--- src/rtl/dab_param_scheduler_if.sv ---
// Host command channel of the dual-active-bridge parameter scheduler:
// a valid/ready handshake carrying t1, t2 and phi targets.
interface dab_param_scheduler_if;
    logic               cmd_valid;
    logic               cmd_ready;
    logic [7:0]         cmd_t1;
    logic [7:0]         cmd_t2;
    logic signed [8:0]  cmd_phi;

    modport master (
        output cmd_valid,
        output cmd_t1,
        output cmd_t2,
        output cmd_phi,
        input  cmd_ready
    );

    modport slave (
        input  cmd_valid,
        input  cmd_t1,
        input  cmd_t2,
        input  cmd_phi,
        output cmd_ready
    );
endinterface

--- src/rtl/dab_param_scheduler.sv ---
// Run-time sequencer for the dual-active-bridge modulator.
// Takes t1/t2/phi targets from the host, starts the modulator with a sync
// pulse, slews applied values toward the targets on carrier-period ticks,
// ramps down on stop and forces zero drive on fault.
// Build option: DAB_SOFTSTART_EN -- when defined, each tick moves a value by at
// most STEP_MAX; when undefined, a tick loads the effective target directly.
module dab_param_scheduler #(
    parameter int STEP_MAX = 4
) (
    input  logic                 clk,
    input  logic                 rst,
    input  logic                 en,
    input  logic                 fault,
    input  logic                 period_tick,
    dab_param_scheduler_if.slave cmd,
    output logic signed [8:0]    t1_out,
    output logic signed [8:0]    t2_out,
    output logic signed [8:0]    phi_out,
    output logic                 sync_out,
    output logic                 ce_out,
    output logic                 at_target,
    output logic                 err_range,
    output logic [2:0]           state_o
);

    typedef enum logic [2:0] {
        ST_IDLE  = 3'd0,
        ST_START = 3'd1,
        ST_RUN   = 3'd2,
        ST_STOP  = 3'd3,
        ST_FAULT = 3'd4
    } state_t;

`ifdef DAB_SOFTSTART_EN
    localparam bit SOFTSTART_C = 1'b1;
`else
    localparam bit SOFTSTART_C = 1'b0;
`endif

    // Without soft start the limit exceeds any possible diff (|diff| <= 510),
    // so every step lands exactly on the target.
    localparam int                STEP_L_C   = SOFTSTART_C ? STEP_MAX : 511;
    localparam logic signed [9:0] STEP_POS_C = 10'(STEP_L_C);
    localparam logic signed [9:0] STEP_NEG_C = 10'(-STEP_L_C);
    localparam logic signed [8:0] STEP9_C    = 9'(SOFTSTART_C ? STEP_MAX : 255);
    localparam logic signed [8:0] PHI_BAD_C  = 9'sh100;

    // One slew step of cur toward tgt; never overshoots the target.
    function automatic logic signed [8:0] step_f(input logic signed [8:0] cur,
                                                 input logic signed [8:0] tgt);
        logic signed [9:0] diff_v;
        diff_v = $signed({tgt[8], tgt}) - $signed({cur[8], cur});
        if (diff_v > STEP_POS_C) begin
            return cur + STEP9_C;
        end else if (diff_v < STEP_NEG_C) begin
            return cur - STEP9_C;
        end else begin
            return tgt;
        end
    endfunction

    state_t            state_r;
    logic signed [8:0] tgt_t1_r, tgt_t2_r, tgt_phi_r;
    logic signed [8:0] t1_r, t2_r, phi_r;
    logic              ready_r, sync_r, ce_r, at_r, err_r;

    logic              accept_s, bad_phi_s, all_zero_s, all_at_tgt_s;
    logic signed [8:0] eff_t1_s, eff_t2_s, eff_phi_s;
    logic signed [8:0] nxt_t1_s, nxt_t2_s, nxt_phi_s;

    // Handshake decode, effective targets (zero while stopping) and next steps.
    always_comb begin
        accept_s  = cmd.cmd_valid & ready_r;
        bad_phi_s = (cmd.cmd_phi == PHI_BAD_C);
        if (state_r == ST_STOP) begin
            eff_t1_s  = 9'sd0;
            eff_t2_s  = 9'sd0;
            eff_phi_s = 9'sd0;
        end else begin
            eff_t1_s  = tgt_t1_r;
            eff_t2_s  = tgt_t2_r;
            eff_phi_s = tgt_phi_r;
        end
        nxt_t1_s     = step_f(t1_r, eff_t1_s);
        nxt_t2_s     = step_f(t2_r, eff_t2_s);
        nxt_phi_s    = step_f(phi_r, eff_phi_s);
        all_zero_s   = (t1_r == 9'sd0) && (t2_r == 9'sd0) && (phi_r == 9'sd0);
        all_at_tgt_s = (t1_r == tgt_t1_r) && (t2_r == tgt_t2_r) && (phi_r == tgt_phi_r);
    end

    // Sequencer FSM with registered outputs; fault overrides every other event.
    always_ff @(posedge clk or posedge rst) begin
        if (rst) begin
            state_r   <= ST_IDLE;
            tgt_t1_r  <= 9'sd0;
            tgt_t2_r  <= 9'sd0;
            tgt_phi_r <= 9'sd0;
            t1_r      <= 9'sd0;
            t2_r      <= 9'sd0;
            phi_r     <= 9'sd0;
            ready_r   <= 1'b0;
            sync_r    <= 1'b0;
            ce_r      <= 1'b0;
            at_r      <= 1'b0;
            err_r     <= 1'b0;
        end else begin
            ready_r <= (state_r == ST_IDLE) || (state_r == ST_RUN);
            err_r   <= accept_s & bad_phi_s;
            // Targets load on the accept edge; steps this edge still use the old ones.
            if (accept_s && !bad_phi_s) begin
                tgt_t1_r  <= $signed({1'b0, cmd.cmd_t1});
                tgt_t2_r  <= $signed({1'b0, cmd.cmd_t2});
                tgt_phi_r <= cmd.cmd_phi;
            end

            if (fault) begin
                state_r <= ST_FAULT;
                t1_r    <= 9'sd0;
                t2_r    <= 9'sd0;
                phi_r   <= 9'sd0;
                sync_r  <= 1'b0;
                ce_r    <= 1'b0;
                at_r    <= 1'b0;
            end else begin
                case (state_r)
                    ST_IDLE: begin
                        sync_r  <= en;
                        ce_r    <= en;
                        at_r    <= 1'b0;
                        state_r <= en ? ST_START : ST_IDLE;
                    end
                    ST_START: begin
                        sync_r  <= 1'b0;
                        ce_r    <= 1'b1;
                        at_r    <= 1'b0;
                        state_r <= ST_RUN;
                    end
                    ST_RUN: begin
                        sync_r <= 1'b0;
                        ce_r   <= 1'b1;
                        at_r   <= en & all_at_tgt_s;
                        if (period_tick) begin
                            t1_r  <= nxt_t1_s;
                            t2_r  <= nxt_t2_s;
                            phi_r <= nxt_phi_s;
                        end
                        state_r <= en ? ST_RUN : ST_STOP;
                    end
                    ST_STOP: begin
                        sync_r <= 1'b0;
                        at_r   <= 1'b0;
                        if (period_tick) begin
                            t1_r  <= nxt_t1_s;
                            t2_r  <= nxt_t2_s;
                            phi_r <= nxt_phi_s;
                        end
                        if (en) begin
                            state_r <= ST_RUN;
                            ce_r    <= 1'b1;
                        end else if (all_zero_s) begin
                            state_r <= ST_IDLE;
                            ce_r    <= 1'b0;
                        end else begin
                            state_r <= ST_STOP;
                            ce_r    <= 1'b1;
                        end
                    end
                    ST_FAULT: begin
                        t1_r    <= 9'sd0;
                        t2_r    <= 9'sd0;
                        phi_r   <= 9'sd0;
                        sync_r  <= 1'b0;
                        ce_r    <= 1'b0;
                        at_r    <= 1'b0;
                        state_r <= en ? ST_FAULT : ST_IDLE;
                    end
                    default: begin
                        state_r <= ST_IDLE;
                        t1_r    <= 9'sd0;
                        t2_r    <= 9'sd0;
                        phi_r   <= 9'sd0;
                        sync_r  <= 1'b0;
                        ce_r    <= 1'b0;
                        at_r    <= 1'b0;
                    end
                endcase
            end
        end
    end

    assign cmd.cmd_ready = ready_r;
    assign t1_out        = t1_r;
    assign t2_out        = t2_r;
    assign phi_out       = phi_r;
    assign sync_out      = sync_r;
    assign ce_out        = ce_r;
    assign at_target     = at_r;
    assign err_range     = err_r;
    assign state_o       = state_r;

endmodule

--- src/flat_wrapper.sv ---
// flat-port wrapper written by rule: the top's interface ports become plain ports
module dab_param_scheduler_flat 
#(
    parameter int STEP_MAX = 4
)
  (clk, rst, en, fault, period_tick, t1_out, t2_out, phi_out, sync_out, ce_out, at_target, err_range, state_o, cmd_cmd_valid, cmd_cmd_t1, cmd_cmd_t2, cmd_cmd_phi, cmd_cmd_ready);
  dab_param_scheduler_if cmd_i ();
  input  logic clk;
  input  logic rst;
  input  logic en;
  input  logic fault;
  input  logic period_tick;
  output logic signed [8:0] t1_out;
  output logic signed [8:0] t2_out;
  output logic signed [8:0] phi_out;
  output logic sync_out;
  output logic ce_out;
  output logic at_target;
  output logic err_range;
  output logic [2:0] state_o;
  input wire logic [$bits(cmd_i.cmd_valid)-1:0] cmd_cmd_valid;
  input wire logic [$bits(cmd_i.cmd_t1)-1:0] cmd_cmd_t1;
  input wire logic [$bits(cmd_i.cmd_t2)-1:0] cmd_cmd_t2;
  input wire logic [$bits(cmd_i.cmd_phi)-1:0] cmd_cmd_phi;
  output wire logic [$bits(cmd_i.cmd_ready)-1:0] cmd_cmd_ready;
  assign cmd_i.cmd_valid = cmd_cmd_valid;
  assign cmd_i.cmd_t1 = cmd_cmd_t1;
  assign cmd_i.cmd_t2 = cmd_cmd_t2;
  assign cmd_i.cmd_phi = cmd_cmd_phi;
  assign cmd_cmd_ready = cmd_i.cmd_ready;
  dab_param_scheduler #(.STEP_MAX(STEP_MAX)) u_core (.clk(clk), .rst(rst), .en(en), .fault(fault), .period_tick(period_tick), .cmd(cmd_i), .t1_out(t1_out), .t2_out(t2_out), .phi_out(phi_out), .sync_out(sync_out), .ce_out(ce_out), .at_target(at_target), .err_range(err_range), .state_o(state_o));
endmodule
--- config.mk ---
export PLATFORM = sky130hd
export DESIGN_NAME = dab_param_scheduler_flat
export DESIGN_NICKNAME = d
export VERILOG_FILES = /design/src/rtl/dab_param_scheduler_if.sv /design/src/rtl/dab_param_scheduler.sv /design/src/flat_wrapper.sv
export SDC_FILE = /design/constraint.sdc
export NUM_CORES = 1
export LEC_CHECK = 0
export CAP_MARGIN = 10
export CORE_ASPECT_RATIO = 1.75
export CORE_UTILIZATION = 55
export CTS_BUF_LIST = sky130_fd_sc_hd__clkbuf_16
export CTS_CLUSTER_DIAMETER = 200
export DETAILED_ROUTE_END_ITERATION = 12
export PLACE_DENSITY = 0.83
export SYNTH_ARGS = -nofsm -noshare
export SYNTH_HDL_FRONTEND = slang
export SYNTH_SLANG_ARGS = --single-unit
--- constraint.sdc ---
create_clock -name clk -period 10.3 [get_ports clk]
set_input_delay 2.06 -clock clk [delete_from_list [all_inputs] [get_ports clk]]
set_output_delay 2.06 -clock clk [all_outputs]
set_load 0.03 [all_outputs]
==> run_results.csv <==
group,metric,value,unit
cts,numCtsBuffers,9,
logic_synthesis,async_reset_ff_frac,1.000,
routing,drtIter0Drc,211,
global_route,grt_max_degree,61,
cts,clock_sinks,60,
floorplan,ioPinCount,66,
setup_path,critical_path_buf_inv_count,0,
routing,ant_nets,0,
timing,fin_setup_tns,0,ps
logic_synthesis,synth_edf_count,0,
power_and_ir_drop,power.density,155.7,nW/um^2
cells_and_area,mostFrequentLayoutCell,"clkdlybuf4s50_1",
setup_path,crit_path_top_delay_cell,"dfrtp_1",
logic_synthesis,avgSynthCellArea,9.999,um^2
cts,clockBufferDepth,2,
setup_path,critPathCaptureType,"register",
placed_design,port_buffers,65,
timing,fin_skew,4.978,ps
setup_path,cp-start-kind,"register",
setup_path,criticalPathCategory,"reg -> reg",
cts,clkLatencyLatePin,330,ps
timing,rsz0062_at_grt,"false",
setup_path,cp_cell_sequence,"nand3b_4 > nand2_1 > ha_1 > fa_1 > nand2_1 > a31o_1 > a32o_2 > o31a_1 > nor4b_2 > o211ai_2 > o211a_1 > or3_1",
global_route,grt_pass1_wl,14950,um
placed_design,hpwlAfterDp,6793,um
logic_synthesis,syn_nets,399,
timing,slew_violations,0,
routing,firstDrtPassIters,4,
setup_path,required,10510,ps
cts,hold_buffers,0,
setup_path,crit_top_cell,"nand2_1",
cells_and_area,final_cell_mix,"clkdlybuf4s50_1, dfrtp_1, mux2_2",
power_and_ir_drop,ir_drop,0.0001286,V
routing,wirelength,9314,um
placed_design,place_congestion,0.9006,
logic_synthesis,ys.flop_type,"dfrtp_1",
status,status,"completed",
cts,post_cts.repair.setup_buffers,0,
routing,drc_errors,0,
power_and_ir_drop,leakagePower,1.834,nW
global_route,antenna_found_initial,0,
setup_path,worstPathMaxFanout,16,
timing,fmax,0.2553,GHz
global_route,gr-total-overflow,0,
cts,clkTransAtPathRegs,50,ps
timing,min_period,3916,ps
logic_synthesis,synth-seq-area-share,0.4218,
logic_synthesis,syn_inst,356,
cells_and_area,antenna-diode-count,0,
cts,cts_max_level,3,
run,cap_violations,0,
cts,cts_resized,0,
routing,vias,3073,
cells_and_area,drive_above_1_share,0.1313,
setup_path,crit_arrival,4120,ps
timing,setup_viol,0,
cells_and_area,area_growth,26.36,%
cts,ctsRootBufferMaster,"clkbuf_16",
setup_path,cp_top_family,"compound AO/OA/AOI/OAI gates",
logic_synthesis,yosysUniqueCellTypes,56,
global_route,grt_use_total,0.2946,
logic_synthesis,ys_warn_count,0,
floorplan,die_h,108.4,um
floorplan,die_area,6811,um^2
cells_and_area,nets,458,
hold_path,hp-class,"reg -> reg",
timing,finalHoldViolCount,0,
timing,worst_hold_slack,547.6,ps
logic_synthesis,synth_area,3560,um^2
routing,vias_per_cell,6.158,
floorplan,die_w,62.82,um
setup_path,max_stage_delay,620,ps
routing,wl_per_cell,18.67,um
timing,min_period_over_period,0.3802,
floorplan,core,6228,um^2
global_route,grt_pass1_vias,3022,
logic_synthesis,ys_seq_elements,60,
timing,worstMarginPinSlew,757.1,ps
floorplan,initial_core_util,0.5715,
floorplan,num_rows,38,
timing,max-slew-margin-rel,0.4934,
cts,cts_tree,"done",
==> synthesized netlist by cell type, drive strengths merged (2+ instances only) <==
cell type | number | area (um^2)
dfrtp | 60 | 1501
mux2 | 26 | 292.8
nand2 | 24 | 90.09
xnor2 | 20 | 175.2
inv | 18 | 67.56
nor3 | 16 | 80.08
nor2 | 15 | 56.30
a22o | 14 | 122.6
clkbuf | 13 | 48.80
o211ai | 12 | 95.09
a21oi | 11 | 55.05
ha | 11 | 137.6
nand3 | 11 | 55.05
nor4 | 10 | 62.56
and2 | 9 | 56.30
nand4 | 9 | 56.30
o21ai | 9 | 45.04
buf | 8 | 45.04
xor2 | 7 | 61.31
a31oi | 5 | 31.28
and3 | 4 | 25.02
o211a | 4 | 40.04
o21a | 4 | 30.03
nor2b | 3 | 18.77
or3 | 3 | 18.77
or4 | 3 | 26.27
a21o | 2 | 15.01
a31o | 2 | 17.52
a32o | 2 | 21.27
nand3b | 2 | 27.53
nand4b | 2 | 17.52
nor4b | 2 | 23.77
o31ai | 2 | 15.01
==> registers in the layout, summed over array words and instances (netlist names) <==
signal and cells:
u_core.tgt_t1_r 8, u_core.state_o 3, u_core.err_range 1, u_core.ce_out 1
u_core.t2_out 9, u_core.cmd.cmd_ready 1, u_core.tgt_t2_r 8, u_core.sync_out 1
u_core.phi_out 9, u_core.t1_out 9, u_core.at_target 1, u_core.tgt_phi_r 9
==> metrics by stage <==
step	setup slack, ps	instance area (um^2)	util	power, mW	cells
after floorplan	6755	3560	-	0.4017	356
after global placement	6292	4249	0.6822	0.4420	484
after detailed placement	6206	4249	0.6822	0.4471	484
after CTS	6428	4498	0.7222	0.7012	499
after global routing	6168	4498	0.7222	0.7289	499
final	6384	4498	0.7222	0.7004	499
==> per-layer routing <==
metal	vias up	part of all wire	global-route usage
met3	26	0.042	0.05063
met5	-	0	0
met1	1524	0.38	0.3226
li1	1419	-	-
met2	104	0.54	0.5217
met4	0	0.042	0.1877
==> logic make-up (layout without fill, tap and decap cells) <==
logic type      count (synthesis)  in the layout  share of synthesized area
compound gates                 73             73                     0.1533
xor+xnor                       27             27                    0.06643
fa+ha+maj                      12             12                    0.04429
buf+inv                        39            102                    0.04534
flops                          60             60                     0.4218
mux                            26             26                    0.08225
simple gates                  119            119                     0.1866
==> layout make-up <==
class                   count  area (um^2)
well taps                  80        100.1
inverters                  18        67.56
clock inverters             6        23.77
multi-input cells         257         1899
clock buffers               9        225.2
flip-flops and latches     60         1501
fillers                   471         1730
repair buffers             69        680.7
==> power by group <==
part,switching [mW],total [mW],internal [mW]
sequential,0.0311,0.290,0.259
clock,0.0988,0.255,0.156
combinational,0.0783,0.156,0.0773
==> path summary, 6_finish.rpt <==
check | slack, ps | depth (start not counted) | end | start
worst min register to register | 550 | 1 | u_core.t2_out[6] | u_core.tgt_t2_r[6]
worst max register to register | 6380 | 12 | u_core.phi_out[7] | u_core.state_o[1]
worst min-delay path | 550 | 1 | u_core.t2_out[6] | u_core.tgt_t2_r[6]
min in group asynchronous | 2250 | 3 | u_core.tgt_t2_r[7] | rst
max in group asynchronous | 7530 | 3 | u_core.tgt_t1_r[0] | rst
worst max-delay path | 6380 | 12 | u_core.phi_out[7] | u_core.state_o[1]
Power figures use the tool's default switching activity.
